File: src/rtl/inst_mem_loader_pkg.sv
// Shared state encodings and frame constants for the instruction memory loader.
package inst_mem_loader_pkg;

  typedef enum logic [2:0] {
    ST_IDLE   = 3'd0,
    ST_LEN_HI = 3'd1,
    ST_LEN_LO = 3'd2,
    ST_DATA   = 3'd3,
    ST_WRITE  = 3'd4,
    ST_DONE   = 3'd5,
    ST_CHECK  = 3'd6
  } state_t;

  localparam int LEN_BYTES      = 2;
  localparam int BYTES_PER_WORD = 4;

endpackage

File: src/rtl/inst_mem_loader_word_packer.sv
// Big-endian byte-to-word packer: shifts bytes into a 32-bit word, flags the 4th byte.
// word_ready is combinational with the shift of the final byte of a word.
module loader_word_packer
  import inst_mem_loader_pkg::*;
(
  input  logic        clk,
  input  logic        rst_n,
  input  logic        clr,
  input  logic        shift_en,
  input  logic [7:0]  byte_in,
  output logic [31:0] word,
  output logic        word_ready
);

  logic [1:0] idx;

  always_ff @(posedge clk) begin
    if (!rst_n) begin
      word <= 32'd0;
      idx  <= 2'd0;
    end else if (clr) begin
      idx  <= 2'd0;
    end else if (shift_en) begin
      word <= {word[23:0], byte_in};
      idx  <= idx + 2'd1;
    end
  end

  assign word_ready = shift_en && (idx == 2'(BYTES_PER_WORD - 1));

endmodule

File: src/rtl/inst_mem_loader.sv
// Boot loader: length-prefixed byte stream -> 32-bit instruction memory writes; holds CPU until done.
// Optional trailing XOR checksum byte when INST_LOADER_CHECKSUM_EN is defined.
module inst_mem_loader
  import inst_mem_loader_pkg::*;
#(
  parameter int          DEPTH_WORDS = 64,
  parameter logic [31:0] BASE_ADDR   = 32'h0000_0000
) (
  input  logic        clk,
  input  logic        rst_n,
  input  logic        start,
  input  logic [7:0]  rx_data,
  input  logic        rx_valid,
  output logic        rx_ready,
  output logic        wr_en,
  output logic [31:0] wr_addr,
  output logic [31:0] wr_data,
  output logic        cpu_hold,
  output logic        done,
  output logic        err,
  output logic [15:0] word_cnt
);

  state_t      state, state_nxt;
  logic [7:0]  len_hi;
  logic [15:0] len;
  logic [15:0] cnt_q;
  logic        err_q;
  logic        arm;
  logic        shift_en;
  logic        word_ready;
  logic        xfer;
  logic [15:0] len_full;
`ifdef INST_LOADER_CHECKSUM_EN
  logic [7:0]  csum;
`endif

  assign xfer     = rx_valid && rx_ready;
  assign len_full = {len_hi, rx_data};

  always_ff @(posedge clk) begin
    if (!rst_n) state <= ST_IDLE;
    else        state <= state_nxt;
  end

  always_comb begin
    state_nxt = state;
    rx_ready  = 1'b0;
    arm       = 1'b0;
    shift_en  = 1'b0;
    case (state)
      ST_IDLE: begin
        if (start) begin
          arm       = 1'b1;
          state_nxt = ST_LEN_HI;
        end
      end
      ST_LEN_HI: begin
        rx_ready = 1'b1;
        if (xfer) state_nxt = ST_LEN_LO;
      end
      ST_LEN_LO: begin
        rx_ready = 1'b1;
        if (xfer) begin
          if (len_full == 16'd0)                   state_nxt = ST_DONE;
          else if (len_full > 16'(DEPTH_WORDS))    state_nxt = ST_IDLE;
          else                                     state_nxt = ST_DATA;
        end
      end
      ST_DATA: begin
        rx_ready = 1'b1;
        shift_en = xfer;
        if (word_ready) state_nxt = ST_WRITE;
      end
      ST_WRITE: begin
        if (cnt_q + 16'd1 == len)
`ifdef INST_LOADER_CHECKSUM_EN
          state_nxt = ST_CHECK;
`else
          state_nxt = ST_DONE;
`endif
        else
          state_nxt = ST_DATA;
      end
      ST_DONE: begin
        if (start) begin
          arm       = 1'b1;
          state_nxt = ST_LEN_HI;
        end
      end
`ifdef INST_LOADER_CHECKSUM_EN
      ST_CHECK: begin
        rx_ready = 1'b1;
        if (xfer) state_nxt = (rx_data == csum) ? ST_DONE : ST_IDLE;
      end
`endif
      default: state_nxt = ST_IDLE;
    endcase
  end

  // Length, word count and sticky error; later assignments take priority.
  always_ff @(posedge clk) begin
    if (!rst_n) begin
      len_hi <= 8'd0;
      len    <= 16'd0;
      cnt_q  <= 16'd0;
      err_q  <= 1'b0;
    end else begin
      if (arm) begin
        cnt_q <= 16'd0;
        err_q <= 1'b0;
      end
      if (state == ST_LEN_HI && xfer) len_hi <= rx_data;
      if (state == ST_LEN_LO && xfer) begin
        len <= len_full;
        if (len_full > 16'(DEPTH_WORDS)) err_q <= 1'b1;
      end
      if (state == ST_WRITE) cnt_q <= cnt_q + 16'd1;
`ifdef INST_LOADER_CHECKSUM_EN
      if (state == ST_CHECK && xfer && rx_data != csum) err_q <= 1'b1;
`endif
    end
  end

`ifdef INST_LOADER_CHECKSUM_EN
  always_ff @(posedge clk) begin
    if (!rst_n)
      csum <= 8'd0;
    else if (arm)
      csum <= 8'd0;
    else if (xfer && (state == ST_LEN_HI || state == ST_LEN_LO || state == ST_DATA))
      csum <= csum ^ rx_data;
  end
`endif

  loader_word_packer u_packer (
    .clk        (clk),
    .rst_n      (rst_n),
    .clr        (arm),
    .shift_en   (shift_en),
    .byte_in    (rx_data),
    .word       (wr_data),
    .word_ready (word_ready)
  );

  assign wr_en    = (state == ST_WRITE);
  assign wr_addr  = BASE_ADDR + {14'd0, cnt_q, 2'b00};
  assign cpu_hold = (state != ST_DONE);
  assign done     = (state == ST_DONE);
  assign err      = err_q;
  assign word_cnt = cnt_q;

endmodule

File: config.mk
export PLATFORM = sky130hd
export DESIGN_NAME = inst_mem_loader
export DESIGN_NICKNAME = d
export VERILOG_FILES = /design/src/rtl/inst_mem_loader_pkg.sv /design/src/rtl/inst_mem_loader_word_packer.sv /design/src/rtl/inst_mem_loader.sv
export SDC_FILE = /design/constraint.sdc
export NUM_CORES = 1
export LEC_CHECK = 0
export CORE_MARGIN = 2
export CORE_UTILIZATION = 45
export CTS_CLUSTER_SIZE = 12
export DETAILED_ROUTE_END_ITERATION = 16
export PLACE_DENSITY = 0.77
export SLEW_MARGIN = 0
export SYNTH_ARGS = -nofsm -noshare
export SYNTH_HDL_FRONTEND = slang
export SYNTH_SLANG_ARGS = --single-unit
export TNS_END_PERCENT = 20
File: constraint.sdc
create_clock -name clk -period 2.2 [get_ports clk]
set_input_delay 0.44 -clock clk [delete_from_list [all_inputs] [get_ports clk]]
set_output_delay 0.44 -clock clk [all_outputs]
set_load 0.005 [all_outputs]
==> flow_metrics.tcl, run 1 <==
set metrics [dict create \
    status "complete, no violations" \
    grt_overflow 0 \
    num_rows 33 \
    rsz0062_at_grt "yes" \
    antenna_found_initial 0 \
    reg2reg_depth 8 \
    dpl_cell_area_um2 4970 \
    num_io_pins 97 \
    final_cells 721 \
    synth_top_area_share_pct 40.2 \
    grt_pass1_wl_um 17400 \
    final_util_pct 63.2 \
    report.final.slew_viol_count 0 \
    numCtsBuffers 9 \
    maxCapViolCount 0 \
    max_slew.worst_pin.slew_ns 0.550 \
    clock_tree.root_cell "clkbuf_8" \
    required_ns 2.45 \
    netlist_top_cells_area "dfxtp_1 (40%), nand2_1 (11%), a21oi_1 (8.9%)" \
    vias 3865 \
    yosysTopAreaCell "dfxtp_1" \
    cts_tree "done" \
    die_area_um2 9390 \
    p_per_area_nw_per_um2 671 \
    synth_edf_count 0 \
    relSlewSlack_pct 63.3 \
    holdPathStages 2 \
    drt_wl_total_um 10500 \
    hold_path_class "reg -> reg" \
    endpoint_kind "flip-flop" \
    drive_above_1_share_pct 16.1 \
    dp.cells 704 \
    htree_num_levels 3 \
    clk_latency_ns 0.35 \
    wire_per_inst_um 14.5 \
    gr-usage-all-layers_pct 22.1 \
    fin_skew_ns 0.00987 \
    clock_sinks 78 \
    first_pass_iters 5 \
    finalSetupViolations 0 \
    cp.arrival_ns 2.45 \
    cp_max_fo 6 \
    grt_max_degree 46 \
    cts_hold_buf 0 \
    synth_ff_type "dfxtp_1" \
    antenna_left 0 \
    die-height_um 96.9 \
    min_period_over_period_pct 99.9 \
    yosysSeqAreaShare_pct 40.2 \
    gp_congestion 0.922 \
    fin_area_um2 5250 \
    power_mw 3.52 \
    layout.nets 625 \
    synth_cells 510 \
    vdd_drop_max_mv 0.372 \
    die_w_um 96.9 \
    crit_path_start_kind "flip-flop" \
    cts.clk_slew.worst_paths_ns 0.09 \
    synth-async-reset-ratio_pct 0 \
    total_leakage_power_nw 1.95 \
    dp_hpwl_um 7570 \
    cts.path.max_buffers 2 \
    start_util_pct 46.8 \
    fin_setup_tns_ns 0 \
    viasPerCell 5.36 \
    fill_cells 714 \
    first_iter_violations 405 \
    fmax_ghz 0.455 \
    core-area_um2 8300 \
    drc_errors 0 \
    synth_area_um2 3880 \
    io_buffers 80 \
    ys_ff_latch 78 \
    synth.avg_cell_area_um2 7.62 \
    first_global_vias 3616 \
    ys_warn_count 0 \
    area_growth_pct 35.1 \
    period_minus_slack_ns 2.20 \
    diodes 0 \
    path_class "reg -> reg" \
    hold_viol_final 0 \
    synth_cell_types 51 \
]
-- kinds of logic after synthesis --
logic type                 synth area share [%]
and+or+nand+nor                            24.2
AOI/OAI and AO/OA                          15.4
DFF                                        40.2
buffers and inverters                      10.5
xor gates and xnor gates                   6.09
muxes                                      2.58
adders and majority gates                 0.902
other                                    0.0966
-- area by class of cell --
class | instances | area, um2 | share of cell area (%)
clock buffer | 9 | 124 | 2.36
clock inverter | 7 | 104 | 1.98
inverter | 11 | 41.3 | 0.787
multi-input combinational | 374 | 2020 | 38.5
sequential | 78 | 1570 | 30.0
tap | 105 | 131 | 2.50
timing repair buffer | 137 | 1250 | 23.9
-- critical path, cell delays in order, from the launching register on --
cell	delay [ns]
dfxtp_1	0.43
nand4_1	0.12
buf_4	0.17
nor4_2	0.27
buf_4	0.17
xnor2_1	0.12
nand2_1	0.09
a2111o_1	0.43
o31a_1	0.28
-- timing repair --
item | 4_1_cts | 5_1_grt
setup buffers | 0 | 1
endpoints found under the hold margin | 0 | 0
gates cloned | 0 | 0
resized for setup | 10 | 5
setup endpoints to repair | 4 | 4
pin swaps | 2 | 1
-- report_power, final --
group          switching (mW)  internal (mW)
logic                   0.429          0.321
clock network           0.579          0.655
registers              0.0633           1.47
-- final timing paths --
path              slack [ns]           endpoint               from
setup / recovery       0.001           state[1]        word_cnt[3]
hold / removal          0.46  u_packer.word[30]  u_packer.word[30]
setup reg to reg       0.001           state[1]        word_cnt[3]
hold reg to reg         0.46  u_packer.word[30]  u_packer.word[30]
-- per-stage QoR --
stage / hold WS (ns) / setup WS (ns)
CTS: 0.463 / -0.00104
global placement: 0.445 / -0.132
detailed placement: 0.451 / -0.218
global route: 0.487 / -0.0841
finish: 0.459 / 0.00122
floorplan: 0.438 / 0.000381
-- routing by layer --
| layer | vias to the layer above | part of all wire (%) | GRT usage, % | wire length [um] |
|---|---|---|---|---|
| li1 | 1883 | - | - | - |
| met1 | 1821 | 43 | 28.6 | 4510 |
| met4 | 0 | 1.5 | 6.07 | 154 |
| met2 | 144 | 49 | 37.1 | 5140 |
| met5 | - | 0 | 0 | 0 |
| met3 | 17 | 6.4 | 4.84 | 668 |
-- state kept, by name, indices dropped and copies added (netlist names) --
name and flops:
len_hi 8, len 16, word_cnt 16, err 1
u_packer.word 32, state 3, u_packer.idx 2
-- cells in the final DEF, fill, tap and decap left out, drive strengths merged, types with 8 or more instances in the layout --
cell           synthesis  routed
nand2                116     116
clkdlybuf4s50          0      80
dfxtp                 78      78
a21oi                 69      69
buf                   39      57
nor2                  41      41
xnor2                 18      18
o21ai                 17      17
conb                   1      16
inv                   11      14
nand3                 13      13
mux2i                 10      10
xor2                   9       9
clkbuf                23       9
nor3                   8       8
nor4                   8       8
-- Yosys cell counts, types with 2 or more instances --
| library cell | number |
|---|---|
| a21oi_1 | 69 |
| and2_1 | 2 |
| and3_1 | 4 |
| and4_1 | 2 |
| buf_1 | 2 |
| buf_2 | 4 |
| buf_4 | 33 |
| clkbuf_1 | 20 |
| clkbuf_2 | 3 |
| dfxtp_1 | 78 |
| ha_1 | 2 |
| inv_1 | 10 |
| mux2i_1 | 10 |
| nand2_1 | 116 |
| nand2b_1 | 2 |
| nand3_1 | 13 |
| nand4_1 | 5 |
| nor2_1 | 41 |
| nor3_1 | 7 |
| nor4_1 | 8 |
| o21ai_0 | 17 |
| o22ai_1 | 2 |
| o311ai_0 | 2 |
| or3_1 | 6 |
| xnor2_1 | 18 |
| xor2_1 | 9 |
No activity file was read; power rests on OpenSTA's default activity.
==> inputs of run 2 (changes only) <==
PLACE_DENSITY = 0.78   (was 0.77)
==> run 2 against run 1 <==
The flow now finishes with violations (setup timing). Sequential power hardly changed. Wire length is 4.2% higher. First-iteration DRC count is 4.7% lower.
==> flow_metrics.tcl, run 2 (synthesis gave the netlist of run 1 again) <==
set metrics [dict create \
    total_leakage_power_nw 1.99 \
    pre_cts_ws_ns -0.166 \
    cp_top_family "simple AND/OR/NAND/NOR gates" \
    worst_slack_ns -0.0312 \
    fmax_ghz 0.448 \
    clkPwrFrac_pct 33.6 \
    die-height_um 96.9 \
    cp_num_buf_inv 0 \
    diodes 0 \
    period_minus_slack_ns 2.23 \
    num_io_pins 97 \
    dp_hpwl_um 7620 \
    fin_skew_ns 0.00847 \
    required_ns 2.44 \
    cp_max_fo 6 \
    p_sw_mw 1.07 \
    maxCapViolCount 0 \
    cts_tree "done" \
    p_per_area_nw_per_um2 650 \
    grt_pass1_wl_um 17400 \
    first_iter_violations 386 \
    gr-usage-all-layers_pct 22.1 \
    first_global_vias 3665 \
    grt_overflow 0 \
    swShare_pct 31.1 \
    cp.arrival_ns 2.48 \
    max_slew.worst_pin.slew_ns 0.541 \
    crit_chain "ha_4, nand4_4, or4_4, xnor2_2, nand2_1, a2111o_1, o31a_1" \
    die_w_um 96.9 \
    crit_path_top_delay_cell "or4_4" \
    cts.path.max_buffers 2 \
    violations "setup timing" \
    path_class "reg -> reg" \
    crit_path_start_kind "flip-flop" \
    drive_above_1_share_pct 15.9 \
    power_mw 3.43 \
    clk_latency_ns 0.35 \
    top_register "u_packer.word" \
    cts.clk_slew.worst_paths_ns 0.09 \
    wire_per_inst_um 15.1 \
    layout_common_cells "nand2_1 (116), clkdlybuf4s50_1 (80), dfxtp_1 (72)" \
    vias 3985 \
    p_int_mw 2.37 \
    drt_wl_total_um 10900 \
    layout.nets 625 \
    finalSetupViolations 1 \
    final_util_pct 63.7 \
    antenna_left 0 \
    gp_congestion 0.933 \
    whs_ns 0.469 \
    min_period_over_period_pct 101 \
    grt_max_degree 35 \
    regArea_um2 1570 \
    antenna_found_initial 0 \
    start_util_pct 46.8 \
    fill_cells 711 \
    core-area_um2 8300 \
    htree_num_levels 3 \
    area_growth_pct 36.1 \
    num_rows 33 \
    io_buffers 80 \
    largest_reg_flops 32 \
    critPathMaxStageDelay_ns 0.53 \
    vdd_drop_max_mv 0.393 \
    status "finished with violations" \
    endpoint_kind "flip-flop" \
    cts_hold_buf 0 \
    numCtsBuffers 9 \
    final_common_cell "nand2_1" \
    relSlewSlack_pct 63.9 \
    drc_errors 0 \
    clock_sinks 78 \
    hold_path_class "reg -> reg" \
    seqPwrFrac_pct 44.8 \
    rsz0062_at_grt "yes" \
    viasPerCell 5.53 \
    multi_input_area_um2 2060 \
    first_pass_iters 5 \
    report.final.slew_viol_count 0 \
    die_area_um2 9390 \
    clock_tree.root_cell "clkbuf_8" \
    hold_viol_final 0 \
    p_comb_share_pct 21.6 \
]
run 2: cell type report:
type / instances / area share (%)
multi-input combinational: 374 / 38.9
sequential: 78 / 29.7
timing repair buffer: 137 / 24.1
clock buffer: 10 / 2.60
tap: 105 / 2.49
clock inverter: 6 / 1.42
inverter: 11 / 0.781
run 2: worst paths after layout:
kind                                        start                end  slack, ns  depth (start not counted)
worst max-delay path                  word_cnt[0]           state[1]      -0.03                          7
worst min register to register  u_packer.word[30]  u_packer.word[30]       0.47                          2
worst min-delay path            u_packer.word[30]  u_packer.word[30]       0.47                          2
worst max register to register        word_cnt[0]           state[1]      -0.03                          7
run 2: timing repair:
| item | CTS | global route |
|---|---|---|
| gates resized for setup | 3 | 15 |
| pin swaps | 1 | 0 |
| buffers inserted | 2 | 0 |
| setup endpoints to repair | 2 | 4 |
run 2: metal layers:
layer | GRT usage [%] | vias up | part of all wire, %
met4 | 8.99 | 0 | 2.2
met2 | 36.1 | 200 | 48
met3 | 4.12 | 29 | 7.4
met1 | 28.9 | 1870 | 42
met5 | 0 | - | 0
li1 | - | 1886 | -
run 2: per-stage QoR:
stage               setup TNS (ns)  instance area (um2)  cells
global placement            -0.228                 4970    703
detailed placement          -0.315                 4970    703
CTS                              0                 5220    721
finish                     -0.0312                 5290    721
global route                -0.162                 5290    721
floorplan                        0                 3960    525
run 2: power by group through the flow:
stage	clock network, mW	registers [mW]	logic (mW)
after global placement	0	1.56	0.709
final	1.15	1.54	0.743
after CTS	1.17	1.53	0.725
after global routing	1.23	1.55	0.815
after detailed placement	0	1.57	0.720
after floorplan	0	1.55	0.472
run 2: tightest hold or removal path, cell delays in order (launching register included):
cell,delay [ns]
dfxtp_1,0.32
nand2_1,0.05
a21oi_1,0.06
==> inputs of run 3 (changes only) <==
==> constraint.sdc (replaced) <==
create_clock -name clk -period 2 [get_ports clk]
set_input_delay 0.6 -clock clk [delete_from_list [all_inputs] [get_ports clk]]
set_output_delay 0.6 -clock clk [all_outputs]
set_load 0.005 [all_outputs]
==> run 3 against run 2 <==
The run still ends with setup timing left. Clock power increased by 7%. Via count decreased by 0.13%. Worst setup slack got worse by 0.13 ns. Combinational power increased by 22%. Sequential power increased by 11%. Global-route usage increased by 0.58 points. Largest cell class unchanged.
==> flow_metrics.tcl, run 3 (synthesis gave the netlist of run 1 again) <==
set metrics [dict create \
    status "finished with violations" \
    violations "setup timing" \
    swShare_pct 31.6 \
    vias 3980 \
    cts_hold_buf 0 \
    clock_sinks 78 \
    finalSetupViolations 2 \
    hold_viol_final 0 \
    first_pass_iters 7 \
    cts_tree "done" \
    seqPwrFrac_pct 44.4 \
    p_comb_share_pct 23.5 \
    report.final.slew_viol_count 0 \
    first_iter_violations 322 \
    largest_reg_flops 32 \
    gr-usage-all-layers_pct 22.7 \
    dp_hpwl_um 7570 \
    final_common_cell "nand2_1" \
    relSlewSlack_pct 63.1 \
    antenna_left 0 \
    top_register "u_packer.word" \
    layout_common_cells "nand2_1 (115), buf_4 (69), a21oi_1 (68)" \
    p_sw_mw 1.22 \
    hold_path_class "reg -> reg" \
    grt_pass1_wl_um 17900 \
    final_cells 741 \
    min_period_over_period_pct 108 \
    antenna_found_initial 0 \
    area_growth_pct 42.7 \
    crit_path_start_kind "flip-flop" \
    layout.nets 645 \
    die_w_um 96.9 \
    dp.cells 721 \
    cts.clk_slew.worst_paths_ns 0.09 \
    p_int_mw 2.63 \
    drive_above_1_share_pct 21.5 \
    rsz0062_at_grt "yes" \
    maxCapViolCount 0 \
    start_util_pct 46.8 \
    endpoint "state[1]" \
    diodes 0 \
    io_buffers 80 \
    worst_slack_ns -0.163 \
    period_minus_slack_ns 2.16 \
    drc_errors 0 \
    die-height_um 96.9 \
    num_io_pins 97 \
    die_area_um2 9390 \
    htree_num_levels 3 \
    gp_congestion 0.932 \
    clkPwrFrac_pct 32.1 \
    fin_area_um2 5540 \
    clock_tree.root_cell "clkbuf_8" \
    fin_skew_ns 0.0106 \
    grt_max_degree 28 \
    worstSetupStartpoint "word_cnt[0]" \
    clk_latency_ns 0.35 \
    endpoint_kind "flip-flop" \
    grt_overflow 0 \
    drt_wl_total_um 10900 \
    total_leakage_power_nw 2.27 \
    p_per_area_nw_per_um2 694 \
    wire_per_inst_um 14.7 \
    num_rows 33 \
    cts.path.max_buffers 2 \
    numCtsBuffers 9 \
    required_ns 2.25 \
    reg2reg_depth 7 \
    cp_max_fo 6 \
    max_slew.worst_pin.slew_ns 0.554 \
    core-area_um2 8300 \
    first_global_vias 3716 \
    viasPerCell 5.37 \
    cp.arrival_ns 2.41 \
    regToRegSetupSlack_ns -0.16 \
    rr_endpoint "state[1]" \
    vdd_drop_max_mv 0.470 \
    dpl_cell_area_um2 5140 \
    r2r_start "word_cnt[0]" \
    path_class "reg -> reg" \
    fmax_ghz 0.462 \
]
## run 3: changes by cell type in the layout (fill, tap and decap cells not counted), sizes merged
cell	previous run	this run
clkdlybuf4s50	80	65
dlymetal6s2s	0	10
inv	14	15
buf	57	77
clkbuf	10	9
dlygate4sd2	0	5
## run 3: final cells by class
class                   count  area, um2
multi-input cells         374       2120
flip-flops and latches     78       1600
fillers                   686       2760
inverters                  11       41.3
clock inverters             7       80.1
well taps                 105        131
repair buffers            157       1450
clock buffers               9        124
## run 3: repair_timing
action	CTS	global route
cloned	0	0
buffers inserted	0	4
setup endpoints to repair	23	28
pin swaps	5	10
resized for setup	28	33
## run 3: how the worst min path moves through the flow
stage                       from                end  slack [ns]  cells after the start
2_1_floorplan    u_packer.idx[1]    u_packer.idx[1]        0.44                      2
3_3_place_gp     u_packer.idx[1]    u_packer.idx[1]        0.44                      2
3_5_place_dp   u_packer.word[24]  u_packer.word[24]        0.45                      2
4_1_cts        u_packer.word[31]  u_packer.word[31]        0.47                      2
5_1_grt        u_packer.word[28]  u_packer.word[28]        0.50                      2
6_report       u_packer.word[31]  u_packer.word[31]        0.46                      2
## run 3: power groups by stage
| stage | logic, mW | clock network [mW] | registers [mW] |
|---|---|---|---|
| after floorplan | 0.519 | 0 | 1.70 |
| after global placement | 0.833 | 0 | 1.72 |
| after detailed placement | 0.840 | 0 | 1.72 |
| after CTS | 0.856 | 1.26 | 1.70 |
| after global routing | 0.984 | 1.33 | 1.71 |
| final | 0.904 | 1.23 | 1.71 |
## run 3: layer usage
| metal | track usage, % | wire length (um) | vias up |
|---|---|---|---|
| li1 | - | - | 1929 |
| met1 | 29.4 | 4710 | 1873 |
| met2 | 38.2 | 5400 | 154 |
| met3 | 4.55 | 619 | 24 |
| met4 | 7.04 | 189 | 0 |
| met5 | 0 | 0 | - |
## run 3: through the flow
step | hold slack [ns] | utilization [%] | setup slack [ns] | power (mW) | TNS [ns]
final | 0.461 | 66.8 | -0.163 | 3.85 | -0.220
after global routing | 0.496 | 66.8 | -0.226 | 4.03 | -0.448
after CTS | 0.466 | 65.3 | -0.150 | 3.82 | -0.512
after detailed placement | 0.450 | 61.9 | -0.413 | 2.56 | -1.80
after global placement | 0.444 | 61.9 | -0.352 | 2.55 | -1.38
after floorplan | 0.438 | - | -0.0999 | 2.22 | -0.136
## run 3: worst max-delay path: stages, from the launching register on
cell	delay [ns]
dfxtp_4	0.38
ha_4	0.19
nand4_4	0.11
or4_4	0.54
xnor2_2	0.14
nand2_1	0.06
a2111o_1	0.34
o31a_1	0.30
